**src/rtl/retire_mon_pkg.sv**
```systemverilog
// retire_mon_pkg
// Shared types and constants for the retire monitor.
//   mon_state_t    : run-control state (RUN, HALTED, TIMEOUT)
//   INSTR_ECALL    : RV32I ECALL encoding
//   INSTR_EBREAK   : RV32I EBREAK encoding
//   trace_entry_t  : one trace record, sized for XLEN = 32
//   is_halt_instr  : true for an instruction word that ends the program
package retire_mon_pkg;

    typedef enum logic [1:0] {
        RUN     = 2'd0,
        HALTED  = 2'd1,
        TIMEOUT = 2'd2
    } mon_state_t;

    localparam logic [31:0] INSTR_ECALL  = 32'h0000_0073;
    localparam logic [31:0] INSTR_EBREAK = 32'h0010_0073;

    typedef struct packed {
        logic [31:0] pc;
        logic [31:0] instr;
        logic [31:0] result;
    } trace_entry_t;

    function automatic logic is_halt_instr(input logic [31:0] instr);
        return (instr == INSTR_ECALL) || (instr == INSTR_EBREAK);
    endfunction

endpackage

```
**src/rtl/retire_trace_buf.sv**
```systemverilog
// retire_trace_buf
// DEPTH-entry circular trace buffer with a saturating entry count and a
// registered, read-before-write indexed read port.
// Ports:
//   clk_i, reset_i        : clock, synchronous active-high reset
//   wr_en_i               : record one entry this cycle
//   wr_pc_i/instr_i/result_i : entry fields
//   rd_req_i, rd_idx_i    : read request, index 0 = most recent entry
//   rd_valid_o            : one-cycle response strobe
//   rd_hit_o              : rd_idx_i was below the entry count at request time
//   rd_pc_o/instr_o/result_o : read data (zero on a miss, held when idle)
//   entries_o             : valid entry count, saturates at DEPTH
// Storage is not cleared by reset; only the pointer and count are.
module retire_trace_buf #(
    parameter int XLEN  = 32,
    parameter int DEPTH = 16,
    localparam int IDX_W = $clog2(DEPTH)
) (
    input  logic             clk_i,
    input  logic             reset_i,
    input  logic             wr_en_i,
    input  logic [XLEN-1:0]  wr_pc_i,
    input  logic [31:0]      wr_instr_i,
    input  logic [XLEN-1:0]  wr_result_i,
    input  logic             rd_req_i,
    input  logic [IDX_W-1:0] rd_idx_i,
    output logic             rd_valid_o,
    output logic             rd_hit_o,
    output logic [XLEN-1:0]  rd_pc_o,
    output logic [31:0]      rd_instr_o,
    output logic [XLEN-1:0]  rd_result_o,
    output logic [IDX_W:0]   entries_o
);

    localparam logic [IDX_W:0] FULL_C = (IDX_W+1)'(DEPTH);

    logic [XLEN-1:0] pc_mem     [DEPTH];
    logic [31:0]     instr_mem  [DEPTH];
    logic [XLEN-1:0] result_mem [DEPTH];

    logic [IDX_W-1:0] wp_q, wp_d;
    logic [IDX_W:0]   cnt_q, cnt_d;
    logic [IDX_W-1:0] rd_slot;
    logic             rd_valid_q, rd_valid_d;
    logic             rd_hit_q, rd_hit_d;
    logic [XLEN-1:0]  rd_pc_q, rd_pc_d;
    logic [31:0]      rd_instr_q, rd_instr_d;
    logic [XLEN-1:0]  rd_result_q, rd_result_d;

    // DEPTH is a power of two, so pointer arithmetic wraps for free.
    assign rd_slot = wp_q - IDX_W'(1) - rd_idx_i;

    always_comb begin
        wp_d        = wp_q;
        cnt_d       = cnt_q;
        rd_valid_d  = rd_req_i;
        rd_hit_d    = rd_hit_q;
        rd_pc_d     = rd_pc_q;
        rd_instr_d  = rd_instr_q;
        rd_result_d = rd_result_q;
        if (wr_en_i) begin
            wp_d = wp_q + IDX_W'(1);
            if (cnt_q != FULL_C) begin
                cnt_d = cnt_q + (IDX_W+1)'(1);
            end
        end
        if (rd_req_i) begin
            rd_hit_d    = ({1'b0, rd_idx_i} < cnt_q);
            rd_pc_d     = rd_hit_d ? pc_mem[rd_slot]     : '0;
            rd_instr_d  = rd_hit_d ? instr_mem[rd_slot]  : '0;
            rd_result_d = rd_hit_d ? result_mem[rd_slot] : '0;
        end
    end

    always_ff @(posedge clk_i) begin
        if (reset_i) begin
            wp_q        <= '0;
            cnt_q       <= '0;
            rd_valid_q  <= 1'b0;
            rd_hit_q    <= 1'b0;
            rd_pc_q     <= '0;
            rd_instr_q  <= '0;
            rd_result_q <= '0;
        end else begin
            wp_q        <= wp_d;
            cnt_q       <= cnt_d;
            rd_valid_q  <= rd_valid_d;
            rd_hit_q    <= rd_hit_d;
            rd_pc_q     <= rd_pc_d;
            rd_instr_q  <= rd_instr_d;
            rd_result_q <= rd_result_d;
        end
    end

    // Writer is gated by the parent (never active during reset).
    always_ff @(posedge clk_i) begin
        if (wr_en_i) begin
            pc_mem[wp_q]     <= wr_pc_i;
            instr_mem[wp_q]  <= wr_instr_i;
            result_mem[wp_q] <= wr_result_i;
        end
    end

    assign rd_valid_o  = rd_valid_q;
    assign rd_hit_o    = rd_hit_q;
    assign rd_pc_o     = rd_pc_q;
    assign rd_instr_o  = rd_instr_q;
    assign rd_result_o = rd_result_q;
    assign entries_o   = cnt_q;

endmodule

```
**src/rtl/retire_monitor.sv**
```systemverilog
// retire_monitor
// Run-control and trace monitor at the retire point of an RV32I datapath.
// Records the last DEPTH retirements, counts RUN cycles and retirements,
// halts on ECALL/EBREAK or LOOP_LIMIT consecutive retires at one PC, and
// times out after TIMEOUT_CYCLES RUN cycles. HALTED/TIMEOUT are terminal.
// Ports:
//   clk, reset            : clock, synchronous active-high reset
//   retire_valid/pc/instr/result : retirement stream
//   rd_req, rd_idx        : trace read (0 = most recent), one-cycle latency
//   rd_valid, rd_hit, rd_pc, rd_instr, rd_result : trace read response
//   entries, cycle_count, retire_count : status
//   halted, timed_out     : registered state decodes (expose the FSM state)
// Optional macro RETIRE_MON_DISPLAY_EN: prints a one-line report in
// simulation on the edge entering HALTED or TIMEOUT.
module retire_monitor
    import retire_mon_pkg::*;
#(
    parameter int XLEN           = 32,
    parameter int DEPTH          = 16,
    parameter int LOOP_LIMIT     = 4,
    parameter int TIMEOUT_CYCLES = 100000,
    parameter int CNT_W          = 32,
    localparam int IDX_W         = $clog2(DEPTH)
) (
    input  logic             clk,
    input  logic             reset,
    input  logic             retire_valid,
    input  logic [XLEN-1:0]  retire_pc,
    input  logic [31:0]      retire_instr,
    input  logic [XLEN-1:0]  retire_result,
    input  logic             rd_req,
    input  logic [IDX_W-1:0] rd_idx,
    output logic             rd_valid,
    output logic             rd_hit,
    output logic [XLEN-1:0]  rd_pc,
    output logic [31:0]      rd_instr,
    output logic [XLEN-1:0]  rd_result,
    output logic [IDX_W:0]   entries,
    output logic [CNT_W-1:0] cycle_count,
    output logic [CNT_W-1:0] retire_count,
    output logic             halted,
    output logic             timed_out
);

    localparam logic [7:0]       LOOP_LIM_C = 8'(LOOP_LIMIT);
    localparam logic [CNT_W-1:0] WDOG_C     = CNT_W'(TIMEOUT_CYCLES - 1);

    mon_state_t       state_q, state_d;
    logic [CNT_W-1:0] cycle_q, cycle_d;
    logic [CNT_W-1:0] retire_q, retire_d;
    logic [7:0]       loop_q, loop_d;
    logic [XLEN-1:0]  prev_pc_q, prev_pc_d;
    logic             halted_q, timed_out_q;
    logic             trace_wr;
    logic             halt_now;

    always_comb begin
        state_d   = state_q;
        cycle_d   = cycle_q;
        retire_d  = retire_q;
        loop_d    = loop_q;
        prev_pc_d = prev_pc_q;
        trace_wr  = 1'b0;
        halt_now  = 1'b0;
        case (state_q)
            RUN: begin
                cycle_d = cycle_q + CNT_W'(1);
                if (retire_valid) begin
                    trace_wr  = !reset;
                    retire_d  = retire_q + CNT_W'(1);
                    prev_pc_d = retire_pc;
                    // loop_q == 0 only before the first retire after reset,
                    // so it doubles as "no previous PC yet".
                    if (loop_q != 8'd0 && retire_pc == prev_pc_q) begin
                        loop_d = loop_q + 8'd1;
                    end else begin
                        loop_d = 8'd1;
                    end
                    halt_now = is_halt_instr(retire_instr) || (loop_d == LOOP_LIM_C);
                end
                // A halt on the watchdog edge takes priority.
                if (halt_now) begin
                    state_d = HALTED;
                end else if (cycle_q == WDOG_C) begin
                    state_d = TIMEOUT;
                end
            end
            default: state_d = state_q;
        endcase
    end

    always_ff @(posedge clk) begin
        if (reset) begin
            state_q     <= RUN;
            cycle_q     <= '0;
            retire_q    <= '0;
            loop_q      <= '0;
            prev_pc_q   <= '0;
            halted_q    <= 1'b0;
            timed_out_q <= 1'b0;
        end else begin
            state_q     <= state_d;
            cycle_q     <= cycle_d;
            retire_q    <= retire_d;
            loop_q      <= loop_d;
            prev_pc_q   <= prev_pc_d;
            halted_q    <= (state_d == HALTED);
            timed_out_q <= (state_d == TIMEOUT);
        end
    end

    retire_trace_buf #(
        .XLEN  (XLEN),
        .DEPTH (DEPTH)
    ) u_trace (
        .clk_i       (clk),
        .reset_i     (reset),
        .wr_en_i     (trace_wr),
        .wr_pc_i     (retire_pc),
        .wr_instr_i  (retire_instr),
        .wr_result_i (retire_result),
        .rd_req_i    (rd_req),
        .rd_idx_i    (rd_idx),
        .rd_valid_o  (rd_valid),
        .rd_hit_o    (rd_hit),
        .rd_pc_o     (rd_pc),
        .rd_instr_o  (rd_instr),
        .rd_result_o (rd_result),
        .entries_o   (entries)
    );

    assign cycle_count  = cycle_q;
    assign retire_count = retire_q;
    assign halted       = halted_q;
    assign timed_out    = timed_out_q;

`ifdef RETIRE_MON_DISPLAY_EN
    trace_entry_t last_q;
    trace_entry_t last_now;

    // The halting retire is itself the last one reported.
    assign last_now = trace_wr ? {32'(retire_pc), retire_instr, 32'(retire_result)} : last_q;

    always_ff @(posedge clk) begin
        if (trace_wr) begin
            last_q <= last_now;
        end
        if (!reset && state_q == RUN && state_d != RUN) begin
            $display("%0t retire_monitor %s pc=%h instr=%h result=%h cycles=%0d retires=%0d",
                     $time, state_d.name(), last_now.pc, last_now.instr, last_now.result,
                     cycle_d, retire_d);
        end
    end
`else
`endif

endmodule
```
**config.mk**
```make
export PLATFORM = sky130hd
export DESIGN_NAME = retire_monitor
export DESIGN_NICKNAME = d
export VERILOG_FILES = /design/src/rtl/retire_mon_pkg.sv /design/src/rtl/retire_trace_buf.sv /design/src/rtl/retire_monitor.sv
export SDC_FILE = /design/constraint.sdc
export NUM_CORES = 2
export LEC_CHECK = 0
export BUFFER_PORTS_ARGS = -buffer_cell sky130_fd_sc_hd__buf_4
export CAP_MARGIN = 20
export CORE_ASPECT_RATIO = 1.1
export CORE_MARGIN = 1.5
export CORE_UTILIZATION = 61
export CTS_CLUSTER_DIAMETER = 60
export DETAILED_ROUTE_END_ITERATION = 16
export PLACE_DENSITY = 0.91
export SLEW_MARGIN = 0
export SYNTH_ARGS = -nofsm -noshare
export SYNTH_HDL_FRONTEND = slang
export SYNTH_HIERARCHICAL = 1
export SYNTH_SLANG_ARGS = --single-unit
```
**constraint.sdc**
```tcl
create_clock -name clk -period 6.22 [get_ports clk]
set_input_delay 0.933 -clock clk [delete_from_list [all_inputs] [get_ports clk]]
set_output_delay 0.933 -clock clk [all_outputs]
set_load 0.01 [all_outputs]
```
Word level (Yosys, flattened, before mapping)
Memories as Yosys holds them, arrays and structs flattened.
Cells that the tools add are included.
W data, S select, Z words.
- add/subtract/negate cells: 7
- magnitude comparators: 1
- eq/ne operators: 8
- mux-type cells: 15
- reduce and logical (&&, ||, !) cells: 8
- operators by type and width (operator ; count):
    $mux W32 ; 3
    $add A32 B1 Y32 const B ; 2
    $eq A32 B17 Y1 const B ; 1
    $eq A32 B21 Y1 const B ; 1
    $eq A32 B32 Y1 ; 1
    $eq A32 B7 Y1 const B ; 1
    $mux W8 ; 3
    $add A8 B1 Y8 const B ; 1
    $eq A8 B3 Y1 const B ; 1
    $reduce_bool A8 Y1 ; 1
    $mux W1 ; 6
    $mux W2 ; 3
    $add A5 B1 Y5 const B ; 1
    $lt A4 B5 Y1 ; 1
    $ne A5 B5 Y1 const B ; 1
    $add A4 B1 Y4 const B ; 1
    $reduce_and A2 Y1 ; 2
    $sub A4 B1 Y4 const B ; 1
    $sub A4 B4 Y4 ; 1
    $eq A2 B1 Y1 const B ; 1
    $eq A2 B2 Y1 const B ; 1
    $logic_not A2 Y1 ; 1
    $logic_or A1 B1 Y1 ; 2
    $logic_and A1 B1 Y1 ; 1
    $logic_not A1 Y1 ; 1
- register bits after elaboration: 215
- memory bits (writable): 1536
- bits of input ports: 104
- output and inout port bits: 169
- word-level logic and storage cells: 56
- memories kept: 3
- memories (name ; words ; width ; read ports ; clocked after Yosys merged registers in ; write ports ; RTL line ; text):
    u_trace.instr_mem ; 16 ; 32 ; 1 ; 0 ; 1 ; retire_trace_buf.sv:38 ; logic [31:0] instr_mem [DEPTH];
    u_trace.pc_mem ; 16 ; 32 ; 1 ; 0 ; 1 ; retire_trace_buf.sv:37 ; logic [XLEN-1:0] pc_mem [DEPTH];
    u_trace.result_mem ; 16 ; 32 ; 1 ; 0 ; 1 ; retire_trace_buf.sv:39 ; logic [XLEN-1:0] result_mem [DEPTH];

Longest topological paths before layout
- word-level depth: 12
- depth in mapped cells: 11
- mapped depth without buffers: 8

Hierarchy
The synthesis kept the hierarchy.
- modules (own cells, without submodules) (module ; instances ; cells each ; area each (µm²) ; sequential area each (µm²)):
    retire_trace_buf ; 1 ; 2746 ; 62343.5 ; 48266.3
    retire_monitor ; 1 ; 644 ; 5345.1 ; 2162.1

Least setup slack after synthesis
OpenSTA, ideal clock, no wires.
- path type: input to register
- start point: in retire_valid
- end point: mem u_trace.instr_mem[10][0] (enable)
- library setup time: 0.466 ns
- arrival time: 4.211 ns
- data required time: 5.754 ns
- setup slack: 1.543 ns
- stages: 7
- path buffers: 2
- path through: nand2_1 -> clkbuf_1 -> nor2_1 -> clkbuf_1 -> nand2_1 -> nor2_1 -> and2_1
- word-level cells in the longest chain between the ends: 4
- ends and longest elaborated chain (what ; RTL line ; text):
    from (decl) ; retire_monitor.sv:27 ; input logic retire_valid,
    $mux W1 ; retire_monitor.sv:68 ; if (retire_valid) begin
    $mux W1 ; retire_monitor.sv:65 ; case (state_q)
    via trace_wr ; retire_monitor.sv:54 ; logic trace_wr;
    $mux W1 ; retire_trace_buf.sv:97 ; if (wr_en_i) begin
    $mux W1 (implied by the code) ; retire_trace_buf.sv:99 ; instr_mem[wp_q] <= wr_instr_i;
    to (decl) ; retire_trace_buf.sv:38 ;
The timed path passes the listed nets, and every way through them passes these cells.

Worst setup path in the final report
- start point: reg state_q[1]
- end point: mem u_trace.instr_mem[2][10] (enable)
- word-level cells in the longest chain between the ends: 4
- ends and longest elaborated chain (what ; RTL line ; text):
    from (decl) ; retire_monitor.sv:48 ; mon_state_t state_q, state_d;
    from (signal assigned) ; retire_monitor.sv:102 ; state_q <= state_d;
    $logic_not A2 Y1 ; retire_monitor.sv:65 ;
    $mux W1 ; retire_monitor.sv:65 ;
    via trace_wr ; retire_monitor.sv:54 ;
    $mux W1 ; retire_trace_buf.sv:97 ;
    $mux W1 (implied by the code) ; retire_trace_buf.sv:99 ;
The timed path passes the listed nets, and every way through them passes these cells.

==> results <==
- The count of cell types in the netlist is 67.
- The tree is rooted in a sky130_fd_sc_hd__clkbuf_16.
- Sorting the synthesized cells by area gives the leading types as sky130_fd_sc_hd__edfxtp_1 68%, sky130_fd_sc_hd__mux4_2 12%, sky130_fd_sc_hd__dfxtp_1 6.4%, sky130_fd_sc_hd__mux2_2 3.2%, sky130_fd_sc_hd__a21oi_1 1.1%.
- The post-layout instance count excluding filler cells is 5274.
- Data arrives at the worst endpoint at 4920 ps.
- The share of synthesized area in the top cell type comes to slightly below 70%.
- For this run, the total global-route usage over all layers was measured as between 30% and 40%.
- The library cell occupying the most area in the post-synthesis netlist is sky130_fd_sc_hd__edfxtp_1.
- STA classifies the critical path endpoint as a flip-flop.
- Data on the critical path is required at its endpoint by roughly 6700 ps.
- The count of flip-flops with a built-in enable after synthesis is about 1500.
- Setup violations remaining at the end of the flow were counted as 0.
- The most instantiated flip-flop cell in the synthesis netlist is sky130_fd_sc_hd__edfxtp_1.
- The total count of hold-check failures in the final report came to 0.
- The TritonCTS buffer count is 160.
- The classification of the worst setup path is flip-flop to flip-flop.
- For this run, the number of Yosys warnings is 6.
- The number of antenna violations at the first check in global routing is 22.
- The worst path needs 4460 ps of the cycle, external delays included.
- The power density relative to cell area is between 300 and 400 nW/um2.
- Once detail routing completed, the nets flagged for antenna violations numbered 0.
- For this design the top-level I/O count stands at 273.
- The initial standard-cell utilization of the core is 61.8%.
- In this run the cell area of the synthesized design comes to 67700 um2.
- The final routed DRC violation total is 0.
- The highest clock frequency the design can meet is roughly 220 MHz.
- In this run, synthesis produced a sequential element count of between 1500 and 2000.
- The net count of the finished layout is approximately 3800.
- The via density per instance is 7.15.
- The routed design has ~180000 um of wire.
- The clock latency on the worst-skew pair is 800 ps.
- The most common cell in the synthesized netlist is sky130_fd_sc_hd__edfxtp_1.
- The first global-routing pass estimated 262000 um of wire.
- In the final layout, the share of cells above drive strength 1 is a little under a third.
- For this run, the register share of the synthesized area comes to around three quarters.
- The transition at the pin with the smallest max-transition slack is 1210 ps.
- The number of placed cells counting well taps is approximately 5000.
- The number of DRC violations after detailed-routing iteration 0 is ~5700.
- Across the routed clock network, the largest skew measured is 31.1 ps.
- The critical path starts at state_q[1].
- The residual overflow from global routing is 0.
- The quantity of gates resized following cts is 0.
- In this run the vertical extent of the chip is roughly 350 um.
- After clock tree synthesis, the clock-pin slew on the worst setup and hold paths is around 70 ps.
- The commonest cells after synthesis are 1536 x sky130_fd_sc_hd__edfxtp_1, 371 x sky130_fd_sc_hd__mux4_2, 215 x sky130_fd_sc_hd__dfxtp_1, 194 x sky130_fd_sc_hd__mux2_2, 147 x sky130_fd_sc_hd__a21oi_1.
- For this design, the CTS-stage hold fixing added 0 buffers.
- The area of the die is 113000 um2.
- The port buffer count is 272.
- The total negative slack is 0 ps.
- The share of synthesized flip-flops with an asynchronous set or reset is 0%.
- The die boundary width is 321 um.
- The largest net degree at the start of global routing is roughly 120.
- The post-CTS setup buffer count is 0.
- In this run the critical register-to-register path is launched from state_q[1].
- The worst hold path belongs to the class input pin to flip-flop.
- The number of global-route vias before repair is roughly 38000.
- The global placer's final weighted congestion is approximately 0.8.
- The worst hold path begins at retire_instr[23].
- The flow ran to the end, and the final reports show no timing, DRC or antenna violations.
- The H-tree generated during clock tree synthesis spans 4 levels.
- For this design, the sink count on the clock tree is 1751.
- Headroom to the max-slew limit came out at about a fifth.
- The area growth from synthesis to layout is 13.4%.
- The core region area is between 100000 and 150000 um2.
- The maximum vdd drop is around 0.00032 V.
- The final number of max-transition violations is 0.
- Counting every instance in the synthesized netlist gives 3390.
- TritonCTS built the clock tree.
- The via count is 37700.
- The final cycle utilization of the critical path is slightly above 70%.
- When the netlist entered floorplanning its net count stood at 3511.
- Of all nets on the critical path, the largest fanout is 53.
- A synthesized cell averages 20.0 um2.
- The worst setup path is launched from a flip-flop.
- The tool flagged a number of max-cap violations equal to 0.
- Once detailed placement completed, the half-perimeter wirelength came to between 80000 and 90000 um.
- The number of iterations in the first detailed-routing pass is 8.
- Summed over all cells, the static leakage comes to around 0.025 uW.
- Counting the fill cells in the layout gives ~5700.
- The worst-case clock buffer depth is 3.
- Setup repair after global routing left no endpoint under its margin.
- Dividing the detail-routed wire length by the instance count gives 34.5 um.
- The number of rows in the core area is ~130.
routing by layer:
layer,vias up,share of wire (%),GRT usage [%],wire length (um)
li1,14400,-,-,-
met1,19100,33,40.8,60100
met2,3475,50,52.4,90300
met3,669,12,7.85,22200
met4,22,5.2,15.9,9440
met5,-,0.077,0,140
layout make-up:
| type | count | area, um2 | share of cell area (%) |
|---|---|---|---|
| sequential | 1751 | 50400 | 65.7 |
| multi-input combinational | 1429 | 16300 | 21.3 |
| clock buffer | 203 | 4320 | 5.63 |
| timing repair buffer | 332 | 2830 | 3.69 |
| tap | 1419 | 1780 | 2.31 |
| clock inverter | 97 | 933 | 1.22 |
| inverter | 26 | 97.6 | 0.127 |
| antenna | 17 | 42.5 | 0.0554 |
worst max-delay path: stages, from the launching register on:
cell	delay [ps]
sky130_fd_sc_hd__dfxtp_1	410
sky130_fd_sc_hd__nor2_1	390
sky130_fd_sc_hd__nand2_2	610
sky130_fd_sc_hd__nor2_1	260
sky130_fd_sc_hd__buf_4	290
sky130_fd_sc_hd__nor3b_1	560
sky130_fd_sc_hd__and2_4	1040
sky130_fd_sc_hd__buf_4	460
cell usage in the layout (no fill, tap or decap), drive strengths merged, types with 65 or more instances in the layout:
cell    count
a21oi     147
a22oi      96
buf       331
clkbuf    204
clkinv     65
dfxtp     215
edfxtp   1536
mux2      194
mux4      384
nand2      99
nand2b    102
nor2       73
xnor2      70
sequential cells by signal, summed over array words and instances (netlist names), 2 cells and up:
name / flops
retire_count: 32
u_trace/entries_o: 5
cycle_count: 32
state_q: 2
loop_q: 8
u_trace/result_mem: 512
prev_pc_q: 32
u_trace/instr_mem: 512
u_trace/rd_instr_o: 32
u_trace/pc_mem: 512
u_trace/rd_result_o: 32
u_trace/rd_pc_o: 32
u_trace/wp_q: 4
stage by stage:
stage / util [%] / instance area (um2) / setup WS, ps / power [uW] / hold WS (ps)
2_1_floorplan: - / 67700 / 1540 / 14600 / 449
3_3_place_gp: 65.3 / 71400 / 1980 / 15100 / 454
3_5_place_dp: 65.3 / 71400 / 1840 / 15200 / 459
4_1_cts: 70.1 / 76700 / 1890 / 25100 / 403
5_1_grt: 70.1 / 76700 / 1650 / 25600 / 425
6_report: 70.1 / 76700 / 1760 / 25100 / 438
cell families after synthesis:
family          after synthesis  synth area share (%)
mux                         580                  16.1
buf+inv                     210                  1.56
flops                      1751                  74.5
compound gates              284                  2.61
xor+xnor                     88                  1.14
fa+ha+maj                    17                 0.325
simple gates                460                  3.76
report_power, final:
group	leakage [uW]	internal, uW	switching [uW]
logic	0.00646	1020	1150
registers	0.0156	12900	71.0
clock network	0.00254	5510	4470
worst paths after layout:
| kind | to | slack [ps] | cells after the start |
|---|---|---|---|
| setup reg to reg | u_trace/instr_mem[2][10] | 1760 | 7 |
| setup / recovery | u_trace/instr_mem[2][10] | 1760 | 7 |
| hold reg to reg | prev_pc_q[17] | 470 | 2 |
| hold / removal | u_trace/instr_mem[10][23] | 440 | 1 |
Power figures use the tool's default switching activity.
